`src/rtl/cve2_mem_arbiter.sv`:
```
// Round-robin arbiter that merges the cve2 fetch and LSU OBI ports onto one memory port.
// Responses are routed back in order through a small outstanding-transaction FIFO.
module cve2_mem_arbiter #(
    parameter int unsigned MaxOutstanding = 2
) (
    input  logic        clk_i,
    input  logic        rst_ni,

    input  logic        instr_req_i,
    output logic        instr_gnt_o,
    output logic        instr_rvalid_o,
    input  logic [31:0] instr_addr_i,
    output logic [31:0] instr_rdata_o,
    output logic        instr_err_o,

    input  logic        data_req_i,
    output logic        data_gnt_o,
    output logic        data_rvalid_o,
    input  logic        data_we_i,
    input  logic [3:0]  data_be_i,
    input  logic [31:0] data_addr_i,
    input  logic [31:0] data_wdata_i,
    output logic [31:0] data_rdata_o,
    output logic        data_err_o,

    output logic        mem_req_o,
    input  logic        mem_gnt_i,
    input  logic        mem_rvalid_i,
    output logic        mem_we_o,
    output logic [3:0]  mem_be_o,
    output logic [31:0] mem_addr_o,
    output logic [31:0] mem_wdata_o,
    input  logic [31:0] mem_rdata_i,
    input  logic        mem_err_i,

    output logic        unexp_rsp_o
);

    localparam int unsigned CntW = $clog2(MaxOutstanding + 1);
    localparam int unsigned PtrW = (MaxOutstanding > 1) ? $clog2(MaxOutstanding) : 1;

    typedef enum logic {
        SEL_INSTR = 1'b0,
        SEL_DATA  = 1'b1
    } sel_e;

    sel_e                    sel;
    sel_e                    last_q;
    sel_e                    locked_sel_q;
    logic                    lock_q;
    logic [MaxOutstanding-1:0] fifo_q;
    logic [PtrW-1:0]         wptr_q;
    logic [PtrW-1:0]         rptr_q;
    logic [CntW-1:0]         cnt_q;
    logic                    full;
    logic                    push;
    logic                    pop;
    logic                    head;
    logic                    unexp_q;

    function automatic logic [PtrW-1:0] ptr_inc(input logic [PtrW-1:0] p);
        if (p == PtrW'(MaxOutstanding - 1)) begin
            return '0;
        end
        return p + PtrW'(1);
    endfunction

    // Master selection: a pending ungranted address phase holds its master.
    always_comb begin
        sel = SEL_INSTR;
        if (lock_q) begin
            sel = locked_sel_q;
        end else if (instr_req_i && data_req_i) begin
            sel = (last_q == SEL_INSTR) ? SEL_DATA : SEL_INSTR;
        end else if (data_req_i) begin
            sel = SEL_DATA;
        end
    end

    assign full = (cnt_q == CntW'(MaxOutstanding));
    assign mem_req_o = (instr_req_i | data_req_i) & ~full;
    assign push = mem_req_o & mem_gnt_i;
    assign pop = mem_rvalid_i & (cnt_q != '0);
    assign head = fifo_q[rptr_q];

    always_comb begin
        mem_addr_o  = instr_addr_i;
        mem_we_o    = 1'b0;
        mem_be_o    = 4'hF;
        mem_wdata_o = '0;
        if (sel == SEL_DATA) begin
            mem_addr_o  = data_addr_i;
            mem_we_o    = data_we_i;
            mem_be_o    = data_be_i;
            mem_wdata_o = data_wdata_i;
        end
    end

    assign instr_gnt_o = push & (sel == SEL_INSTR);
    assign data_gnt_o  = push & (sel == SEL_DATA);

    assign instr_rvalid_o = pop & ~head;
    assign data_rvalid_o  = pop & head;
    assign instr_rdata_o  = mem_rdata_i;
    assign data_rdata_o   = mem_rdata_i;
    assign instr_err_o    = mem_err_i & instr_rvalid_o;
    assign data_err_o     = mem_err_i & data_rvalid_o;
    assign unexp_rsp_o    = unexp_q;

    // Arbitration history and address-phase lock.
    always_ff @(posedge clk_i or negedge rst_ni) begin
        if (!rst_ni) begin
            last_q       <= SEL_INSTR;
            lock_q       <= 1'b0;
            locked_sel_q <= SEL_INSTR;
        end else begin
            if (push) begin
                last_q <= sel;
            end
            if (mem_req_o) begin
                lock_q       <= ~mem_gnt_i;
                locked_sel_q <= sel;
            end
        end
    end

    // In-order record of which master owns each outstanding transaction.
    always_ff @(posedge clk_i or negedge rst_ni) begin
        if (!rst_ni) begin
            fifo_q  <= '0;
            wptr_q  <= '0;
            rptr_q  <= '0;
            cnt_q   <= '0;
            unexp_q <= 1'b0;
        end else begin
            if (push) begin
                fifo_q[wptr_q] <= (sel == SEL_DATA);
                wptr_q         <= ptr_inc(wptr_q);
            end
            if (pop) begin
                rptr_q <= ptr_inc(rptr_q);
            end
            if (push && !pop) begin
                cnt_q <= cnt_q + CntW'(1);
            end else if (pop && !push) begin
                cnt_q <= cnt_q - CntW'(1);
            end
            if (mem_rvalid_i && (cnt_q == '0)) begin
                unexp_q <= 1'b1;
            end
        end
    end

endmodule
```
`config.mk`:
```
export PLATFORM = sky130hd
export DESIGN_NAME = cve2_mem_arbiter
export DESIGN_NICKNAME = d
export VERILOG_FILES = /design/src/rtl/cve2_mem_arbiter.sv
export SDC_FILE = /design/constraint.sdc
export NUM_CORES = 1
export LEC_CHECK = 0
export BUFFER_PORTS_ARGS = -buffer_cell sky130_fd_sc_hd__buf_2
export CORE_AREA = 3 3 108 110
export CTS_BUF_LIST = sky130_fd_sc_hd__clkbuf_8
export DETAILED_ROUTE_END_ITERATION = 6
export DIE_AREA = 0 0 111 113
export MAX_ROUTING_LAYER = met4
export PLACE_DENSITY = 0.57
export SYNTH_ARGS = -nofsm -noshare
export SYNTH_HDL_FRONTEND = slang
export SYNTH_SLANG_ARGS = --single-unit
```
`constraint.sdc`:
```
create_clock -name clk_i -period 2.05 [get_ports clk_i]
set_input_delay 0.205 -clock clk_i [delete_from_list [all_inputs] [get_ports clk_i]]
set_output_delay 0.205 -clock clk_i [all_outputs]
set_load 0.005 [all_outputs]
```
==> results of run 1 <==
[final cells by class]
| type | instances | area share |
|---|---|---|
| Sequential cell | 10 | 0.108 |
| Timing Repair Buffer | 188 | 0.423 |
| Clock buffer | 3 | 0.0178 |
| Tap cell | 140 | 0.0757 |
| Antenna cell | 1 | 0.00108 |
| Inverter | 2 | 0.00541 |
| Multi-Input combinational cell | 102 | 0.369 |
[kinds of logic after synthesis]
family                     Yosys count
AOI/OAI and AO/OA                    7
xor gates and xnor gates             5
adders and majority gates            1
buffers and inverters               74
DFF                                 10
muxes                               36
and+or+nand+nor                     53
[synthesized netlist by cell type (all sizes together), types with 2 or more instances]
| library cell | instances |
|---|---|
| mux2 | 35 |
| and2 | 33 |
| nor2b | 3 |
| clkbuf | 3 |
| xor2 | 2 |
| nand2 | 2 |
| dfrtp | 10 |
| buf | 69 |
| nor2 | 7 |
| xnor2 | 3 |
| nand2b | 4 |
[layout by cell type, fill, tap and decap left out, types with 2 or more instances in the layout]
cell,Yosys,routed
nor2b_2,2,2
mux2_2,20,20
and2_1,33,33
buf_2,1,184
xor2_1,2,2
nand2b_1,4,4
nand2_1,2,2
mux2_1,14,14
xnor2_1,3,3
clkbuf_8,0,3
dfrtp_1,10,10
buf_12,0,2
nor2_1,7,7
[metrics by stage]
stage / utilization / setup slack, ns / total power (W) / area, um^2
after CTS: 0.214 / 0.136 / 0.00235 / 2310
after floorplan: - / 0.368 / 0.00152 / 1650
final: 0.214 / 0.152 / 0.00231 / 2310
after detailed placement: 0.209 / 0.331 / 0.00215 / 2260
after global placement: 0.209 / 0.396 / 0.00211 / 2260
after global routing: 0.214 / 0.0451 / 0.00251 / 2310
[worst max-delay path, stage by stage, from the launching register on]
cell and delay (ns):
dfrtp_1 0.43, nor2b_2 0.09, a22oi_4 0.20, buf_12 0.23
mux2_1 0.35, buf_2 0.14
[where the power goes]
group | internal (W) | switching, W
clock | 0.000128 | 0.0000670
sequential | 0.000288 | 0.0000918
combinational | 0.000967 | 0.000763
total | 0.00138 | 0.000922
[path summary, 6_finish.rpt]
check                                         from  depth (start not counted)  slack, ns                       to
max                             lock_q$_DFFE_PN0N_                          5       0.15           mem_addr_o[10]
max in group asynchronous                   rst_ni                          2       1.49       lock_q$_DFFE_PN0N_
min reg2reg                unexp_rsp_o$_DFFE_PN0P_                          1       0.45  unexp_rsp_o$_DFFE_PN0P_
max reg2reg                   cnt_q[1]$_DFFE_PN0P_                          7       0.33     cnt_q[1]$_DFFE_PN0P_
min                                   mem_rvalid_i                          2       0.20  unexp_rsp_o$_DFFE_PN0P_
min in group asynchronous                   rst_ni                          2       0.37       last_q$_DFFE_PN0N_
[per-layer routing]
metal | routed length [um] | vias up
met5 | 0 | -
met4 | 140 | 0
met3 | 623 | 25
met2 | 2760 | 133
met1 | 1780 | 699
li1 | - | 781
[registers in the layout, indices dropped and copies added (netlist names)]
register      cells
rptr_q            1
wptr_q            1
last_q            1
locked_sel_q      1
fifo_q            2
cnt_q             2
lock_q            1
unexp_rsp_o       1
==> reports/metrics.yaml, run 1 <==
run_status:
  status: "finished clean"
sta:
  post-route-min-period_ns: 1.90
  hold_slack_ns: 0.205
  period_share: 0.926
  finalSetupViolCount: 0
  max_freq_ghz: 0.527
  worst_pin_slew_ns: 0.393
  hold_viol_final: 0
  clock_skew_ns: 0.00487
  setup_tns_ns: 0
  grt_setup_unrepaired: "no"
  maxSlewHeadroom: 0.736
  drv_slew: 0
clock_network:
  numCtsBuffers: 3
  insertion_delay_ns: 0.23
  clock-root-buffer: "clkbuf_8"
  hold_buffers: 1
  cts_max_level: 1
  clkTransAtPathRegs_ns: 0.05
  cts_setup_buffers: 0
  tritoncts: "yes"
  cts-resized-gates: 0
  cts.sinks: 10
  cts.path.max_buffers: 2
grt:
  antenna_found_initial: 1
  overflow: 0
  use_met3: 0.0187
  grt_first_pass_wirelength_um: 7770
  grt_start_max_net_pins: 42
  grt_pass1_vias: 1706
  grt.met1_usage: 0.0772
  grt_usage: 0.0772
  grt_use_met2: 0.144
  busiest_layer: "met2"
placed_design:
  dp.cells: 441
  hpwlAfterDp_um: 4700
  numPortBuffers: 184
  finalWeightedCongestion: 0.735
logic_synthesis:
  synth.distinct_cells: 31
  muxShareOfSynthArea: 0.247
  synth_top_family_by_area: "buffers and inverters"
  synthFlopType: "dfrtp_1"
  postSynthCellCount: 186
  yosys_warnings: 0
  synthAdderAreaFrac: 0.00756
  synthXorXnorAreaFrac: 0.0265
  synth.area.top_cells: "buf_4, dfrtp_1, mux2_2"
  synthesis.area_per_instance_um2: 8.89
  ys_ff_latch: 10
  synth_edf_count: 0
  yosysTopAreaCellShare: 0.295
  synth-compound-area-share: 0.0431
  syn_nets: 327
  yosys.area_share.simple: 0.192
  yosys.area.top_type: "buf_4"
  netlist_area_um2: 1650
  synthArstFlopShare: 1.00
  synth-seq-area-share: 0.151
routing:
  routedWlPerCell_um: 11.9
  drc: 0
  drtIter0Drc: 31
  totalWireLength_um: 5310
  vias: 1638
  drt-pass1-iter-count: 2
  postRouteAntennaNets: 0
  viasPerCell: 3.67
cells_and_area:
  syn2layout_area_growth_pct: 39.9
  register_area_um2: 250
  nets: 448
  n_fill_cell: 1197
  multi_input_area_um2: 853
  drive_gt1_frac: 0.708
  final_cells: 446
die:
  dieWidth_um: 111
  io_pins: 281
  std_cell_rows: 38
  core_um2: 10800
  start_util: 0.153
  die_area_um2: 12500
  die_h_um: 113
setup_path:
  cp.arrival_ns: 1.69
  cp_max_fo: 33
  end_kind: "output port"
  path_class: "reg2out"
  start_kind: "flop"
  critPathRequiredTime_ns: 1.85
power_and_ir_drop:
  vdd_drop_max_mv: 0.399
  leakage_nw: 1.27
  power.density_nw_per_um2: 996
run:
  cap_violations: 0
hold_path:
  hp-class: "in2reg"
(Power assumes the default switching activity.)
==> run 2, diff against run 1 <==
--- a/config.mk
+++ b/config.mk
@@ -6,12 +6,12 @@
 export NUM_CORES = 1
 export LEC_CHECK = 0
 export BUFFER_PORTS_ARGS = -buffer_cell sky130_fd_sc_hd__buf_2
-export CORE_AREA = 3 3 108 110
+export CORE_AREA = 2 2 110 112
 export CTS_BUF_LIST = sky130_fd_sc_hd__clkbuf_8
 export DETAILED_ROUTE_END_ITERATION = 6
-export DIE_AREA = 0 0 111 113
+export DIE_AREA = 0 0 112 114
 export MAX_ROUTING_LAYER = met4
-export PLACE_DENSITY = 0.57
+export PLACE_DENSITY = 0.55
 export SYNTH_ARGS = -nofsm -noshare
 export SYNTH_HDL_FRONTEND = slang
 export SYNTH_SLANG_ARGS = --single-unit
==> run 2 against run 1 <==
Design area is essentially flat; final cell count grew 1.1%; register-to-register slack lost 0.12 ns; total power shrank 0.80%; non-clock buffer count shrank 1; worst setup slack gained 0.0077 ns; sequential cell count is the same; first-iteration DRC count shrank 48%; via count shrank 0.31%; clock-buffer cell count is the same; sequential power grew 2%.
==> reports/metrics.yaml, run 2 (same netlist as run 1, synthesis figures left out) <==
run_status:
  status: "finished clean"  # unchanged
setup_path:
  r2r_end: "cnt_q[1]$_DFFE_PN0P_"  # unchanged
  worstRegToRegCells: 7  # unchanged
  r2r_start: "cnt_q[1]$_DFFE_PN0P_"  # unchanged
  cp.arrival_ns: 1.69  # about the same
  critPathRequiredTime_ns: 1.85  # about the same
  cp_max_fo: 34  # was 33
  start_kind: "flop"  # unchanged
  end_kind: "output port"  # unchanged
  path_class: "reg2out"  # unchanged
  rrSetupSlack_ns: 0.21  # was 0.33 ns
cells_and_area:
  register_area_um2: 250  # unchanged
  reg_top3: "cnt_q x2, fifo_q x2"  # unchanged
  diodes: 0  # was 1
  n_fill_cell: 1315  # was 1,197
  mostFrequentLayoutCells: "buf_2, and2_1, mux2_2"  # unchanged
  final_common_cell: "buf_2"  # unchanged
  nets: 447  # was 448
  multi_input_area_um2: 853  # unchanged
  drive_gt1_frac: 0.707  # was 0.708
  syn2layout_area_growth_pct: 39.8  # was 39.9%
sta:
  period_share: 0.922  # was 0.926
  setup_tns_ns: 0  # unchanged
  worst_pin_slew_ns: 0.422  # was 0.393 ns
  post-route-min-period_ns: 1.89  # was 1.90 ns
  hold_viol_final: 0  # unchanged
  hold_slack_ns: 0.200  # was 0.205 ns
  maxSlewHeadroom: 0.717  # was 0.736
  clock_skew_ns: 0.000710  # was 0.00487 ns
  drv_slew: 0  # unchanged
  grt_setup_unrepaired: "no"  # unchanged
  finalSetupViolCount: 0  # unchanged
  max_freq_ghz: 0.529  # was 0.527 GHz
clock_network:
  tritoncts: "yes"  # unchanged
  cts-resized-gates: 0  # unchanged
  insertion_delay_ns: 0.23  # about the same
  clkTransAtPathRegs_ns: 0.05  # about the same
  cts.sinks: 10  # unchanged
  cts.path.max_buffers: 2  # unchanged
  cts_max_level: 1  # unchanged
  clock-root-buffer: "clkbuf_8"  # unchanged
  numCtsBuffers: 3  # unchanged
die:
  std_cell_rows: 40  # was 38
  core_um2: 11700  # was 10,800 um^2
  start_util: 0.141  # was 0.153
  die_h_um: 114  # was 113 um
  dieWidth_um: 112  # was 111 um
  die_area_um2: 12800  # was 12,500 um^2
  io_pins: 281  # unchanged
grt:
  grt_usage: 0.0668  # was 0.0772
  grt_pass1_vias: 1473  # was 1,706
  grt_first_pass_wirelength_um: 6890  # was 7770 um
  antenna_found_initial: 0  # was 1
  overflow: 0  # unchanged
  grt_start_max_net_pins: 38  # was 42
hold_path:
  hold_end: "unexp_rsp_o$_DFFE_PN0P_"  # unchanged
  min_from: "mem_rvalid_i"  # unchanged
  hp-class: "in2reg"  # unchanged
  min_path_cells: 2  # unchanged
power_and_ir_drop:
  leakage_nw: 1.27  # about the same
  power.density_nw_per_um2: 989  # was 996 nW/um^2
  vdd_drop_max_mv: 0.346  # was 0.399 mV
routing:
  drc: 0  # unchanged
  vias: 1633  # was 1,638
  viasPerCell: 3.62  # was 3.67
  postRouteAntennaNets: 0  # unchanged
  drtIter0Drc: 16  # was 31
  routedWlPerCell_um: 10.8  # was 11.9 um
  totalWireLength_um: 4880  # was 5310 um
  drt-pass1-iter-count: 4  # was 2
run:
  cap_violations: 0  # unchanged
placed_design:
  hpwlAfterDp_um: 4330  # was 4700 um
  finalWeightedCongestion: 0.757  # was 0.735
  numPortBuffers: 184  # unchanged
[run 2: cell count changes in the layout (fill, tap and decap cells not counted), sizes merged]
| cell | previous run | this run |
|---|---|---|
| diode | 1 | 0 |
| buf | 187 | 186 |
[run 2: worst max path at each step]
stage                                     from                   end
after floorplan           cnt_q[1]$_DFFE_PN0P_  cnt_q[1]$_DFFE_PN0P_
after global placement    cnt_q[1]$_DFFE_PN0P_  cnt_q[1]$_DFFE_PN0P_
after detailed placement  cnt_q[1]$_DFFE_PN0P_  cnt_q[1]$_DFFE_PN0P_
after CTS                   lock_q$_DFFE_PN0N_        mem_addr_o[31]
after global routing        lock_q$_DFFE_PN0N_       mem_wdata_o[10]
final                       lock_q$_DFFE_PN0N_        mem_addr_o[12]
[run 2: area by class of cell]
cell class	instances	area share
Timing Repair Buffer	187	0.420
Multi-Input combinational cell	102	0.369
Sequential cell	10	0.108
Tap cell	147	0.0795
Clock buffer	3	0.0179
Inverter	2	0.00541
[run 2: report_power, final]
group	switching, W	internal, W	total (W)
Combinational	0.000737	0.000959	0.00170
Sequential	0.0000997	0.000288	0.000388
Clock	0.0000748	0.000128	0.000203
Total	0.000911	0.00138	0.00229
[run 2: worst max-delay path, stage by stage, from the launching register on]
cell and delay, ns:
dfrtp_1 0.43, nor2b_2 0.09, a22oi_4 0.17, buf_12 0.22
mux2_1 0.37, buf_2 0.14
[run 2: layer usage]
| metal | track usage | vias to the layer above | part of all wire |
|---|---|---|---|
| met4 | 0.0228 | 0 | 0.019 |
| met2 | 0.131 | 142 | 0.54 |
| met5 | - | - | 0 |
| met3 | 0.0128 | 16 | 0.12 |
| met1 | 0.0661 | 694 | 0.32 |
| li1 | - | 781 | - |
[run 2: what timing repair did]
item / in CTS / in global routing
endpoints found under the hold margin: 10 / 0
hold buffers: 1 / 0
setup buffers: 0 / 0
endpoints found under the setup margin: 0 / 0
[run 2: per-stage QoR]
step | setup slack (ns) | utilization | cells | total power, W | cell area [um^2]
after floorplan | 0.368 | - | 186 | 0.00152 | 1650
after global placement | 0.289 | 0.193 | 447 | 0.00208 | 2260
after detailed placement | 0.223 | 0.193 | 447 | 0.00212 | 2260
after CTS | 0.144 | 0.197 | 451 | 0.00233 | 2310
after global routing | 0.0882 | 0.197 | 451 | 0.00249 | 2310
final | 0.160 | 0.197 | 451 | 0.00229 | 2310
==> run 3, diff against run 2 <==
==> config.mk (replaced) <==
export PLATFORM = sky130hd
export DESIGN_NAME = cve2_mem_arbiter
export DESIGN_NICKNAME = d
export VERILOG_FILES = /design/src/rtl/cve2_mem_arbiter.sv
export SDC_FILE = /design/constraint.sdc
export NUM_CORES = 1
export LEC_CHECK = 0
export CORE_AREA = 2 2 107 109
export CTS_BUF_LIST = sky130_fd_sc_hd__clkbuf_8
export DETAILED_ROUTE_END_ITERATION = 6
export DIE_AREA = 0 0 109 111
export DONT_BUFFER_PORTS = 1
export MAX_ROUTING_LAYER = met4
export PLACE_DENSITY = 0.35
export SYNTH_ARGS = -nofsm -noshare
export SYNTH_HDL_FRONTEND = slang
export SYNTH_SLANG_ARGS = --single-unit
==> constraint.sdc (replaced) <==
create_clock -name clk_i -period 1.7 [get_ports clk_i]
set_input_delay 0.17 -clock clk_i [delete_from_list [all_inputs] [get_ports clk_i]]
set_output_delay 0.17 -clock clk_i [all_outputs]
set_load 0.005 [all_outputs]
==> run 3 against run 2 <==
Clock-buffer cell count grew 1; hold slack lost 0.14 ns; routed wire length shrank 11%; highest routed layer unchanged.
==> reports/metrics.yaml, run 3 (same netlist as run 1, synthesis figures left out) <==
run_status:
  status: "finished clean"  # unchanged
sta:
  clock_skew_ns: 0.00270  # was 0.000710 ns
  period_share: 0.990
  worst_pin_slew_ns: 0.470  # was 0.422 ns
  grt_setup_unrepaired: "yes"  # was no
  finalSetupViolCount: 0  # unchanged
  post-route-min-period_ns: 1.68
  drv_slew: 0  # unchanged
  setup_ws_ns: 0.0170  # was 0.160 ns
  hold_viol_final: 0  # unchanged
  hold_slack_ns: 0.0581  # was 0.200 ns
  max_freq_ghz: 0.594
  maxSlewHeadroom: 0.685  # was 0.717
setup_path:
  critPathRequiredTime_ns: 1.53  # was 1.85 ns
  critPathTopFamily: "flip-flops"  # unchanged
  cpMaxStageDelayCell: "dfrtp_2"  # was dfrtp_1
  cpPeakStageDelay_ns: 0.41  # was 0.43 ns
  critPathBufInv: 1  # was 2
  path_class: "reg2out"  # unchanged
  rrSetupSlack_ns: 0.13  # was 0.21 ns
  end_kind: "output port"  # unchanged
  start_kind: "flop"  # unchanged
  worstPathCellList: "nor2b_2, a22oi_4, buf_12, mux2_2"  # was nor2b_2, a22oi_4, buf_12, mux2_1, buf_2
  cp.arrival_ns: 1.51  # was 1.69 ns
  cp_max_fo: 34  # unchanged
clock_network:
  numCtsBuffers: 3  # unchanged
  cts.sinks: 10  # unchanged
  clkTransAtPathRegs_ns: 0.05  # about the same
  cts.path.max_buffers: 2  # unchanged
  insertion_delay_ns: 0.23  # about the same
  clock-root-buffer: "clkbuf_8"  # unchanged
  tritoncts: "yes"  # unchanged
  cts_max_level: 1  # unchanged
routing:
  postRouteAntennaNets: 0  # unchanged
  drc: 0  # unchanged
  drtIter0Drc: 35  # was 16
  routedWlPerCell_um: 16.1  # was 10.8 um
  vias: 1021  # was 1,633
  viasPerCell: 3.77  # was 3.62
  totalWireLength_um: 4360  # was 4880 um
  drt-pass1-iter-count: 4  # unchanged
die:
  die_h_um: 111  # was 114 um
  std_cell_rows: 39  # was 40
  die_area_um2: 12100  # was 12,800 um^2
  dieWidth_um: 109  # was 112 um
  start_util: 0.149  # was 0.141
  core_um2: 11100  # was 11,700 um^2
  io_pins: 281  # unchanged
cells_and_area:
  nets: 270  # was 447
  diodes: 0  # unchanged
  reg_top3: "cnt_q x2, fifo_q x2"  # unchanged
  final_cells: 271  # was 451
  mostFrequentLayoutCells: "and2_1, mux2_2, dfrtp_1"  # was buf_2, and2_1, mux2_2
  final_common_cell: "and2_1"  # was buf_2
  n_fill_cell: 1245  # was 1,315
  syn2layout_area_growth_pct: -9.76  # was 39.8%
  drive_gt1_frac: 0.406  # was 0.707
grt:
  grt_usage: 0.0614  # was 0.0668
  grt_first_pass_wirelength_um: 5540  # was 6890 um
  grt_start_max_net_pins: 41  # was 38
  overflow: 0  # unchanged
  antenna_found_initial: 0  # unchanged
  grt_pass1_vias: 1021  # was 1,473
placed_design:
  place_ws_ns: 0.0606  # was 0.223 ns
  dp.cells: 264  # was 447
  hpwlAfterDp_um: 3640  # was 4330 um
  numPortBuffers: 0  # was 184
  finalWeightedCongestion: 0.683  # was 0.757
power_and_ir_drop:
  vdd_drop_max_mv: 0.305  # was 0.346 mV
  power_w: 0.00249  # was 0.00229 W
  power.density_nw_per_um2: 1670  # was 989 nW/um^2
  leakage_nw: 0.559  # was 1.27 nW
hold_path:
  hp-class: "in2reg"  # unchanged
run:
  cap_violations: 0  # unchanged
## run 3: cell types whose count changed in the layout (fill, tap and decap cells not counted), sizes merged
| cell | delta |
|---|---|
| clkbuf | +2 |
| buf | -178 |
## run 3: path summary, 6_finish.rpt
check	end	from	depth (start not counted)
setup / recovery	mem_addr_o[1]	lock_q$_DFFE_PN0N_	4
hold / removal	unexp_rsp_o$_DFFE_PN0P_	mem_rvalid_i	1
setup reg to reg	cnt_q[1]$_DFFE_PN0P_	cnt_q[1]$_DFFE_PN0P_	7
hold reg to reg	unexp_rsp_o$_DFFE_PN0P_	unexp_rsp_o$_DFFE_PN0P_	1
max in group asynchronous	lock_q$_DFFE_PN0N_	rst_ni	1
min in group asynchronous	fifo_q[0]$_DFFE_PN0P_	rst_ni	1
## run 3: layer usage
metal | vias up | track usage | share of wire
met5 | - | - | 0
met4 | 0 | 0.0427 | 0.057
met3 | 30 | 0.0200 | 0.13
met2 | 118 | 0.106 | 0.51
met1 | 445 | 0.0562 | 0.31
li1 | 428 | - | -
## run 3: final cells by class
class	count	area [um^2]	area share
Sequential cell	10	251	0.168
Tap cell	143	179	0.120
Multi-Input combinational cell	102	875	0.586
Clock buffer	4	55.1	0.0369
Inverter	2	12.5	0.00838
Timing Repair Buffer	10	120	0.0805
## run 3: power by group
part / total [W] / switching (W) / internal, W
Clock: 0.000294 / 0.0000902 / 0.000203
Sequential: 0.000443 / 0.0000934 / 0.000349
Combinational: 0.00175 / 0.000856 / 0.000897
Total: 0.00249 / 0.00104 / 0.00145
## run 3: what timing repair did
| item | in CTS | in global routing |
|---|---|---|
| endpoints found under the setup margin | 34 | 68 |
| hold endpoints to repair | 10 | 0 |
| gates resized for setup | 6 | 9 |
| pin swaps | 0 | 2 |
| hold buffers | 1 | 0 |
| cloned | 0 | 1 |
| setup buffers | 0 | 1 |
## run 3: stage by stage
step	TNS [ns]	area, um^2	utilization
floorplan	0	1650	-
global placement	0	1370	0.124
detailed placement	0	1370	0.124
CTS	-1.26	1440	0.130
global route	-1.56	1490	0.135
finish	0	1490	0.135
## run 3: worst register-to-register path: cells and delay by family (launching register included)
kind / cells / cell delay, ns
adder cells (fa/ha/maj): 1 / 0.14
flip-flops: 1 / 0.37
AND/OR/NAND/NOR: 3 / 0.60
buffers and inverters: 1 / 0.06
XOR/XNOR: 2 / 0.27
